[src/rtl/calc_entry_driver_if.sv]
// Bus between the entry driver, its host/test source and the calculator core.
// The master side is the driver itself; the slave side is the surrounding
// environment (host writes/commands plus the calculator's switch/button/LED pins).
interface calc_entry_driver_if #(
  parameter int DEPTH = 16
) ();
  // Host side
  logic                       wr_en;
  logic [7:0]                 wr_data;
  logic                       clear;
  logic                       start;
  logic [$clog2(DEPTH+1)-1:0] count;
  logic                       full;
  logic                       busy;
  logic                       done;
  logic [7:0]                 res_sum;
  logic [7:0]                 res_avg;
  logic [7:0]                 res_sumsq;
  logic [7:0]                 res_std;
  logic                       res_valid;
  // Calculator side
  logic [7:0]                 sw_out;
  logic                       btnc_out;
  logic                       btnr_out;
  logic [7:0]                 led_in;

  modport master (
    input  wr_en, wr_data, clear, start, led_in,
    output count, full, busy, done, sw_out, btnc_out, btnr_out,
           res_sum, res_avg, res_sumsq, res_std, res_valid
  );

  modport slave (
    output wr_en, wr_data, clear, start, led_in,
    input  count, full, busy, done, sw_out, btnc_out, btnr_out,
           res_sum, res_avg, res_sumsq, res_std, res_valid
  );
endinterface

[src/rtl/calc_entry_driver.sv]
// Replays buffered operands onto the calculator's switch/button entry
// protocol (count, then each value, via btnc), then issues four btnr
// readbacks and captures the LED response into result registers.
module calc_entry_driver #(
  parameter int DEPTH  = 16,
  parameter int SETUP  = 4,
  parameter int PULSE  = 8,
  parameter int GAP    = 8,
  parameter int SETTLE = 4
) (
  input logic                 clk,
  input logic                 rst,
  calc_entry_driver_if.master bus
);

  localparam int CW   = $clog2(DEPTH + 1);
  localparam int AW   = (DEPTH > 1) ? $clog2(DEPTH) : 1;
  localparam int KW   = $clog2(DEPTH + 5);
  localparam int MAXP = (SETUP > PULSE) ? ((SETUP > GAP) ? SETUP : GAP)
                                        : ((PULSE > GAP) ? PULSE : GAP);
  localparam int PW   = $clog2(MAXP + 1);

  typedef enum logic [2:0] {
    S_IDLE,
    S_SETUP,
    S_PULSE,
    S_GAP,
    S_DONE
  } state_t;

  state_t          state, state_nx;
  logic [KW-1:0]   k, k_nx, k_inc, count_k;
  logic [PW-1:0]   phase, phase_nx;
  logic [7:0]      sw_q, sw_nx, next_item;
  logic            btnc_q, btnr_q, busy_q, done_q;
  logic [CW-1:0]   count_q, count_nx;
  logic            full_q;
  logic [7:0]      res_sum_q, res_avg_q, res_sumsq_q, res_std_q;
  logic            res_valid_q;
  logic [7:0]      buffer [DEPTH];

  logic            is_readback, last_item, start_ok, wr_ok, sample_led, clear_ok;
  logic [1:0]      rb_sel;

  // Item bookkeeping: which item k is, and what the following item presents
  assign count_k     = KW'(count_q);
  assign k_inc       = k + KW'(1);
  assign is_readback = (k > count_k);
  assign last_item   = (k == count_k + KW'(4));
  assign rb_sel      = 2'(k - count_k - KW'(1));

  // Commands are only honoured in IDLE; clear beats start, start beats a write
  // so the count shown on sw_out matches the count being replayed.
  assign clear_ok   = (state == S_IDLE) && bus.clear;
  assign start_ok   = (state == S_IDLE) && bus.start && (count_q != '0) && !bus.clear;
  assign wr_ok      = (state == S_IDLE) && bus.wr_en && !bus.clear && !full_q && !start_ok;
  assign sample_led = (state == S_PULSE) && is_readback && (phase == PW'(SETTLE - 1));

  // Switch value for item k+1: an operand or a readback selector
  always_comb begin
    next_item = 8'd0;
    if (k_inc <= count_k) next_item = buffer[AW'(k_inc - KW'(1))];
    else                  next_item = {6'b0, 2'(k_inc - count_k - KW'(1))};
  end

  // Next-state logic for the replay sequencer
  // NOTE: every always_comb output gets a default first so no path leaves a
  // variable unassigned -- otherwise synthesis infers a latch.
  always_comb begin
    state_nx = state;
    k_nx     = k;
    phase_nx = phase + PW'(1);
    sw_nx    = sw_q;
    unique case (state)
      S_IDLE: begin
        phase_nx = '0;
        if (start_ok) begin
          state_nx = S_SETUP;
          k_nx     = '0;
          sw_nx    = 8'(count_q);
        end
      end
      S_SETUP: begin
        if (phase == PW'(SETUP - 1)) begin
          state_nx = S_PULSE;
          phase_nx = '0;
        end
      end
      S_PULSE: begin
        if (phase == PW'(PULSE - 1)) begin
          state_nx = S_GAP;
          phase_nx = '0;
        end
      end
      S_GAP: begin
        if (phase == PW'(GAP - 1)) begin
          phase_nx = '0;
          if (last_item) begin
            state_nx = S_DONE;
          end else begin
            state_nx = S_SETUP;
            k_nx     = k_inc;
            sw_nx    = next_item;
          end
        end
      end
      S_DONE: begin
        state_nx = S_IDLE;
        phase_nx = '0;
      end
      default: begin
        state_nx = S_IDLE;
        phase_nx = '0;
      end
    endcase
  end

  // Next operand count
  always_comb begin
    count_nx = count_q;
    if (clear_ok)   count_nx = '0;
    else if (wr_ok) count_nx = count_q + CW'(1);
  end

  // State register; outputs are registered from the next state so they line
  // up exactly with the state they describe.
  // NOTE: sequential state uses non-blocking assignments so every register
  // samples pre-edge values regardless of statement order.
  always_ff @(posedge clk or posedge rst) begin
    if (rst) begin
      state  <= S_IDLE;
      k      <= '0;
      phase  <= '0;
      sw_q   <= '0;
      btnc_q <= 1'b0;
      btnr_q <= 1'b0;
      busy_q <= 1'b0;
      done_q <= 1'b0;
    end else begin
      state  <= state_nx;
      k      <= k_nx;
      phase  <= phase_nx;
      sw_q   <= sw_nx;
      // PULSE is only entered from SETUP, so k is already the pulsing item
      btnc_q <= (state_nx == S_PULSE) && !is_readback;
      btnr_q <= (state_nx == S_PULSE) && is_readback;
      busy_q <= (state_nx == S_SETUP) || (state_nx == S_PULSE) || (state_nx == S_GAP);
      done_q <= (state_nx == S_DONE);
    end
  end

  // Operand storage
  // NOTE: the buffer is deliberately left without reset; count gates every
  // read, so stale contents are never observed and the array maps to plain RAM.
  always_ff @(posedge clk) begin
    if (wr_ok) buffer[AW'(count_q)] <= bus.wr_data;
  end

  // Operand count, full flag and captured readback results
  always_ff @(posedge clk or posedge rst) begin
    if (rst) begin
      count_q     <= '0;
      full_q      <= 1'b0;
      res_sum_q   <= '0;
      res_avg_q   <= '0;
      res_sumsq_q <= '0;
      res_std_q   <= '0;
      res_valid_q <= 1'b0;
    end else begin
      count_q <= count_nx;
      full_q  <= (count_nx == CW'(DEPTH));
      if (clear_ok || start_ok)  res_valid_q <= 1'b0;
      else if (state_nx == S_DONE) res_valid_q <= 1'b1;
      if (sample_led) begin
        unique case (rb_sel)
          2'd0: res_sum_q   <= bus.led_in;
          2'd1: res_avg_q   <= bus.led_in;
          2'd2: res_sumsq_q <= bus.led_in;
          2'd3: res_std_q   <= bus.led_in;
          default: ;
        endcase
      end
    end
  end

  assign bus.count     = count_q;
  assign bus.full      = full_q;
  assign bus.busy      = busy_q;
  assign bus.done      = done_q;
  assign bus.sw_out    = sw_q;
  assign bus.btnc_out  = btnc_q;
  assign bus.btnr_out  = btnr_q;
  assign bus.res_sum   = res_sum_q;
  assign bus.res_avg   = res_avg_q;
  assign bus.res_sumsq = res_sumsq_q;
  assign bus.res_std   = res_std_q;
  assign bus.res_valid = res_valid_q;

endmodule
[src/flat_wrapper.sv]
// flat-port wrapper written by rule: the top's interface ports become plain ports
module calc_entry_driver_flat 
#(
  parameter int DEPTH  = 16,
  parameter int SETUP  = 4,
  parameter int PULSE  = 8,
  parameter int GAP    = 8,
  parameter int SETTLE = 4
)
  (clk, rst, bus_wr_en, bus_wr_data, bus_clear, bus_start, bus_led_in, bus_count, bus_full, bus_busy, bus_done, bus_sw_out, bus_btnc_out, bus_btnr_out, bus_res_sum, bus_res_avg, bus_res_sumsq, bus_res_std, bus_res_valid);
  calc_entry_driver_if #(.DEPTH(DEPTH)) bus_i ();
  input logic clk;
  input logic rst;
  input wire logic [$bits(bus_i.wr_en)-1:0] bus_wr_en;
  input wire logic [$bits(bus_i.wr_data)-1:0] bus_wr_data;
  input wire logic [$bits(bus_i.clear)-1:0] bus_clear;
  input wire logic [$bits(bus_i.start)-1:0] bus_start;
  input wire logic [$bits(bus_i.led_in)-1:0] bus_led_in;
  output wire logic [$bits(bus_i.count)-1:0] bus_count;
  output wire logic [$bits(bus_i.full)-1:0] bus_full;
  output wire logic [$bits(bus_i.busy)-1:0] bus_busy;
  output wire logic [$bits(bus_i.done)-1:0] bus_done;
  output wire logic [$bits(bus_i.sw_out)-1:0] bus_sw_out;
  output wire logic [$bits(bus_i.btnc_out)-1:0] bus_btnc_out;
  output wire logic [$bits(bus_i.btnr_out)-1:0] bus_btnr_out;
  output wire logic [$bits(bus_i.res_sum)-1:0] bus_res_sum;
  output wire logic [$bits(bus_i.res_avg)-1:0] bus_res_avg;
  output wire logic [$bits(bus_i.res_sumsq)-1:0] bus_res_sumsq;
  output wire logic [$bits(bus_i.res_std)-1:0] bus_res_std;
  output wire logic [$bits(bus_i.res_valid)-1:0] bus_res_valid;
  assign bus_i.wr_en = bus_wr_en;
  assign bus_i.wr_data = bus_wr_data;
  assign bus_i.clear = bus_clear;
  assign bus_i.start = bus_start;
  assign bus_i.led_in = bus_led_in;
  assign bus_count = bus_i.count;
  assign bus_full = bus_i.full;
  assign bus_busy = bus_i.busy;
  assign bus_done = bus_i.done;
  assign bus_sw_out = bus_i.sw_out;
  assign bus_btnc_out = bus_i.btnc_out;
  assign bus_btnr_out = bus_i.btnr_out;
  assign bus_res_sum = bus_i.res_sum;
  assign bus_res_avg = bus_i.res_avg;
  assign bus_res_sumsq = bus_i.res_sumsq;
  assign bus_res_std = bus_i.res_std;
  assign bus_res_valid = bus_i.res_valid;
  calc_entry_driver #(.DEPTH(DEPTH), .SETUP(SETUP), .PULSE(PULSE), .GAP(GAP), .SETTLE(SETTLE)) u_core (.clk(clk), .rst(rst), .bus(bus_i));
endmodule
[config.mk]
export PLATFORM = sky130hd
export DESIGN_NAME = calc_entry_driver_flat
export DESIGN_NICKNAME = d
export VERILOG_FILES = /design/src/rtl/calc_entry_driver_if.sv /design/src/rtl/calc_entry_driver.sv /design/src/flat_wrapper.sv
export SDC_FILE = /design/constraint.sdc
export NUM_CORES = 1
export LEC_CHECK = 0
export BUFFER_PORTS_ARGS = -buffer_cell sky130_fd_sc_hd__buf_2
export CAP_MARGIN = 25
export CORE_ASPECT_RATIO = 0.75
export CORE_MARGIN = 2
export CORE_UTILIZATION = 40
export CTS_CLUSTER_DIAMETER = 30
export DETAILED_ROUTE_END_ITERATION = 6
export GPL_ROUTABILITY_DRIVEN = 0
export PLACE_DENSITY = 0.68
export SETUP_SLACK_MARGIN = 0.2
export SYNTH_ARGS = -nofsm -noshare
export SYNTH_HDL_FRONTEND = slang
export SYNTH_SLANG_ARGS = --single-unit
[constraint.sdc]
create_clock -name clk -period 3.53 [get_ports clk]
set_input_delay 0.8825 -clock clk [delete_from_list [all_inputs] [get_ports clk]]
set_output_delay 0.8825 -clock clk [all_outputs]
set_load 0.03 [all_outputs]
== Word level (Yosys, flattened, before mapping) ==
Memories as Yosys holds them, arrays and structs flattened.
Index checks and enable logic that the tools add are counted.
Operators by class
  equal/unequal tests: 17
  mux-type cells: 24
  add/subtract/negate cells: 9
  reduce and logical (&&, ||, !) cells: 30
  $lt $le $gt $ge: 2
Operator list (count)
  8-bit two-way mux: 4
  5-bit two-way mux: 5
  8-bit one-hot mux with 2 select lines: 1
  3-bit two-way mux: 5
  3-bit by 2-bit equality test with 1-bit output, second input constant: 4
  1-bit logical AND: 12
  3-bit one-hot mux with 4 select lines: 1
  5-bit by 1-bit adder with 5-bit output, second input constant: 2
  5-bit one-hot mux with 2 select lines: 1
  4-bit two-way mux: 2
  4-bit one-hot mux with 2 select lines: 1
  2-bit AND reduction: 4
  3-bit by 1-bit equality test with 1-bit output, second input constant: 2
  5-bit by 3-bit adder with 5-bit output, second input constant: 1
  5-bit equality test: 1
  5-bit equality test, second input constant: 1
  5-bit greater-than comparator: 1
  5-bit <= comparator: 1
  5-bit nonzero test: 1
  4-bit by 1-bit adder with 4-bit output, second input constant: 1
  2-bit equality test, second input constant: 2
  4-bit by 2-bit equality test with 1-bit output, second input constant: 1
  4-bit by 3-bit equality test with 1-bit output, second input constant: 1
  1-bit logical NOT: 4
  other kinds (14): 23
Word-level totals
  word-level logic and storage cells: 98
  output and inout bits: 51
  register bits: 63
  input port bits: 21
  memories: 1
  RAM bits: 128
Memories
  u_core.buffer: depth 16, bits a word 8, read ports 1, clocked after Yosys merged registers in 0, write ports 1, RTL line calc_entry_driver.sv:40  | logic [7:0] buffer [DEPTH];

== Logic depth before layout (Yosys ltp) ==
  depth in word-level cells: 9
  mapped depth: 11
  mapped depth without buffers: 10

== Worst setup path after synthesis ==
No wires, ideal clock.
  kind: input -> register
  start: input bus_clear
  end: memory u_core.buffer[10][0] (enable)
  cell stages on the path: 5
  setup slack: 720 ps
  arrival time: 2479 ps
  path buffers: 2
  required time: 3198 ps
  cells stage by stage: or4_4 -> a2111oi_4 -> buf_2 -> clkbuf_1 -> and3_1
Between the ends
  longest elaborated chain between the ends: 6
  elaborated cells on any way between the ends: 8
  classes of those cells: mux (2); reduce/logical (6)
Ends and longest elaborated chain
  start: declaration: RTL line flat_wrapper.sv:16  | input wire logic [$bits(bus_i.clear)-1:0] bus_clear;
  1-bit logical NOT *: RTL line calc_entry_driver.sv:55, calc_entry_driver.sv:56
  1-bit logical AND, on equally long branches: RTL line calc_entry_driver.sv:56, calc_entry_driver.sv:55
  1-bit logical AND or 1-bit logical NOT (tied branches): RTL line calc_entry_driver.sv:56  | assign wr_ok = (state == S_IDLE) && bus.wr_en && !bus.clear && !full_q && !start_ok;
  1-bit logical AND *: RTL line calc_entry_driver.sv:56
  1-bit two-way mux *: RTL line calc_entry_driver.sv:156  | if (wr_ok) buffer[AW'(count_q)] <= bus.wr_data;
  1-bit two-way mux (implied by the code) *: RTL line calc_entry_driver.sv:156
  end: declaration: RTL line calc_entry_driver.sv:40
Every way passes the cells marked *; elsewhere a longest branch is shown, timed or not.

== Worst setup path in the final report ==
  start: register u_core.k[1]
  end: register u_core.sw_q[7], in the netlist u_core.bus.sw_out[7]
Between the ends
  longest elaborated chain between the ends: 7
  elaborated cells on any way between the ends: 11
  classes of those cells: add/sub (2); order compare (1); eq/ne (2); mux (4); reduce/logical (1); memory (1)
Ends and longest elaborated chain
  start: declaration: RTL line calc_entry_driver.sv:32  | logic [KW-1:0] k, k_nx, k_inc, count_k;
  start signal: assignment: RTL line calc_entry_driver.sv:141  | k <= k_nx;
  5-bit by 1-bit adder with 5-bit output: RTL line calc_entry_driver.sv:47  | assign k_inc = k + KW'(1);
  4-bit by 1-bit subtractor with 4-bit output: RTL line calc_entry_driver.sv:62  | if (k_inc <= count_k) next_item = buffer[AW'(k_inc - KW'(1))];
  memory read 16 x 8 bit
  8-bit two-way mux: RTL line calc_entry_driver.sv:62
  8-bit two-way mux: RTL line calc_entry_driver.sv:98  | if (last_item) begin
  8-bit two-way mux: RTL line calc_entry_driver.sv:96  | if (phase == PW'(GAP - 1)) begin
  8-bit one-hot mux with 2 select lines: RTL line calc_entry_driver.sv:74  | unique case (state)
  end signal: assignment: RTL line calc_entry_driver.sv:143  | sw_q <= sw_nx;
  end: declaration: RTL line calc_entry_driver.sv:34  | logic [7:0] sw_q, sw_nx, next_item;
Parallel ways exist; a longest one is shown, timed or not. The select of a mux whose other input is x is not followed.
A chain may end at the register's enable or synchronous reset.

==> impl_metrics.ini <==
[clock_tree]
cts_max_level = 4
post_cts_buffers = 0
cts_sinks = 191
cts-root-buf = clkbuf_16
clk_pin_slew_ns = 0.07
cts_buffers = 17
ctsResizeCount = 0
clk_latency_ns = 0.43
hold_buffers = 0
clockBufferDepth = 2
cts_tree = built

[global_routing]
grtUsageMet1 = 0.265
grt_overflow_total = 0
met3_usage = 0.0464
grt_usage = 0.184
grt_antenna_before_repair = 0
grt.busiest_layer = met2
grt_max_degree = 64
met2_usage = 0.276
grt_pass1_vias = 4985
grt_pass1_wl_um = 29700

[worst_setup_path]
cp_num_buf_inv = 1
crit_type = reg2reg
crit_slowest_cell = mux4_2
worstSetupStartpointType = register
required_ns = 3.85
cpPeakStageDelay_ns = 0.54
critPathMaxFanout = 9
critPathTopFamily = multiplexers
cp-end-kind = register
cp.arrival_ns = 3.18
path_cells = ha_2, inv_1, mux2_2, a221o_1, nor2_4, mux4_2, a22o_1

[timing]
setup_tns_ns = 0
setup_violations = 0
hold_viol_final = 0
rsz0062_at_grt = no
period_share = 0.810
worst_pin_slew_ns = 0.828
slew_headroom = 0.445
period_needed_ns = 2.86
worst_slack_ns = 0.671
finalMaxSlewViolations = 0
fin_worst_skew_ns = 0.0136
clock.fmax_mhz = 350

[yosys]
async_reset_ff_frac = 0.330
synth-simple-area-share = 0.0823
ys_seq_area_frac = 0.653
synth_area_per_cell_um2 = 15.6
synth.top_cell.area_share = 0.463
synth_edf_count = 128
synth_seq_cells = 191
yosysMostFrequentCell = edfxtp_1
synth_fa_ha_area_frac = 0.0331
yosys-top-cells-area = edfxtp_1 (46%), dfrtp_1 (19%), mux4_2 (7.9%)
yosys.area.top_type = edfxtp_1
yosysWarnings = 0
synth_top_family_by_area = multiplexers
syn_nets = 574
syn_area_um2 = 8310
synth_top_cells_by_count = edfxtp_1 (128), dfrtp_1 (63), mux2_2 (41)
synthCells = 531
synth_cell_type_count = 56
synth_xor_area_frac = 0.0155
synth_top_flop_cell = edfxtp_1
synth_mux_area_frac = 0.137
synth_compound_area_frac = 0.0582

[placement]
place_area_um2 = 8990
hpwlAfterDp_um = 13200
io_buffer_count = 71
pre_cts_slack_ns = 0.584

[min_path]
min_path_type = reg2reg

[detailed_routing]
ant_nets = 0
drc = 0
first_pass_iters = 5
wirelength_um = 19400
wl_per_cell_um = 21.6
drtIter0Drc = 528
viasPerCell = 5.55
dr_total_vias = 4991

[layout]
fin_nets = 648
fill_cells = 1727
final_util = 0.471
drive_gt1_frac = 0.311
area_delta_synth_final_pct = 15.3
post-route-cell-area_um2 = 9570
diodes = 0

[die]
die_x_um = 170
die_h_um = 129
start_util = 0.409
ios = 72
design.core.area_um2 = 20300
dieArea_um2 = 21900
fp-row-count = 45

[pwr]
cellPowerDensity_nw_per_um2 = 471
pwr-share-comb = 0.042
p_int_w = 0.00347
leakage_nw = 3.82
power_frac_clock = 0.420
vdd_drop_max_uv = 273
switching_share = 0.230
switching_power_w = 0.00104
p_total_w = 0.00451
p_seq_frac = 0.539

[run]
drv_cap = 0

[outcome]
status = completed
[cells in the final DEF, fill, tap and decap left out, types with 3 or more instances in the layout]
| cell | Yosys | layout |
|---|---|---|
| inv_6 | 0 | 3 |
| nand3b_1 | 3 | 3 |
| xor2_1 | 5 | 5 |
| buf_4 | 0 | 10 |
| inv_1 | 16 | 15 |
| nor3_1 | 9 | 9 |
| and3_1 | 20 | 20 |
| clkbuf_16 | 0 | 17 |
| o22a_1 | 3 | 3 |
| mux4_2 | 29 | 29 |
| xnor2_1 | 7 | 7 |
| edfxtp_1 | 128 | 128 |
| a22oi_1 | 3 | 3 |
| a22o_1 | 3 | 3 |
| o22ai_1 | 6 | 6 |
| a211oi_1 | 6 | 6 |
| clkinvlp_4 | 0 | 3 |
| inv_8 | 0 | 3 |
| nand2_1 | 17 | 17 |
| ha_1 | 22 | 21 |
| a21oi_1 | 15 | 15 |
| nor2b_1 | 10 | 10 |
| o21ai_0 | 15 | 15 |
| o211ai_1 | 3 | 3 |
| a221oi_1 | 3 | 3 |
| mux2_2 | 41 | 41 |
| nand2b_1 | 12 | 12 |
| nor2_1 | 19 | 19 |
| buf_2 | 9 | 71 |
| nand3_1 | 9 | 9 |
| dfrtp_1 | 63 | 63 |
[path summary, 6_finish.rpt]
kind / depth (start not counted) / startpoint / slack (ns) / endpoint
hold / removal: 1 / u_core.bus.res_sum[7] / 0.50 / u_core.bus.res_sum[7]
hold reg to reg: 1 / u_core.bus.res_sum[7] / 0.50 / u_core.bus.res_sum[7]
setup reg to reg: 7 / u_core.k[1] / 0.67 / u_core.bus.sw_out[7]
setup / recovery: 7 / u_core.k[1] / 0.67 / u_core.bus.sw_out[7]
max in group asynchronous: 3 / rst / 2.35 / u_core.bus.sw_out[7]
min in group asynchronous: 3 / rst / 0.68 / u_core.bus.res_sum[2]
[layer usage]
layer	vias to the layer above	share of wire
li1	2189	-
met1	2572	0.44
met2	212	0.47
met3	18	0.075
met4	0	0.013
met5	-	0
[stage by stage]
| step | hold WS, ns | std cells |
|---|---|---|
| after floorplan | 0.433 | 531 |
| after global placement | 0.446 | 868 |
| after detailed placement | 0.488 | 868 |
| after CTS | 0.505 | 900 |
| after global routing | 0.518 | 900 |
| final | 0.504 | 900 |
[sequential cells by signal (all words and copies together), names as in the netlist]
signal	count
u_core.bus.res_std	8
u_core.bus.res_sumsq	8
u_core.buffer	128
u_core.bus.res_avg	8
u_core.state	3
u_core.bus.count	5
u_core.bus.btnr_out	1
u_core.bus.sw_out	8
u_core.bus.res_valid	1
u_core.k	5
u_core.bus.done	1
u_core.bus.busy	1
u_core.bus.res_sum	8
u_core.bus.full	1
u_core.bus.btnc_out	1
u_core.phase	4
[cell type report]
type,count,area [µm²],area share
Clock buffer,19,433,0.0452
Clock inverter,13,150,0.0157
Inverter,16,60.1,0.00627
Multi-Input combinational cell,297,2710,0.283
Sequential cell,191,5420,0.566
Tap cell,282,353,0.0369
Timing Repair Buffer,82,450,0.0470
[worst register-to-register path: stages, from the launching register on]
cell and delay (ns):
dfrtp_1 0.49, ha_2 0.45, inv_1 0.08, mux2_2 0.29, a221o_1 0.44, nor2_4 0.24, mux4_2 0.54, a22o_1 0.21
[cells by family (layout without fill, tap and decap cells)]
| logic type | Yosys count | after routing |
|---|---|---|
| flops | 191 | 191 |
| simple gates | 120 | 120 |
| mux | 72 | 72 |
| compound gates | 70 | 70 |
| buf+inv | 43 | 130 |
| fa+ha+maj | 22 | 22 |
| xor+xnor | 13 | 13 |
[power groups by stage]
stage          Clock [W]  Sequential (W)  Combinational, W
2_1_floorplan          0         0.00253         0.0000460
3_3_place_gp           0         0.00248          0.000186
3_5_place_dp           0         0.00248          0.000189
4_1_cts          0.00192         0.00243          0.000190
5_1_grt          0.00201         0.00243          0.000201
6_report         0.00189         0.00243          0.000187
(Power assumes the default switching activity.)
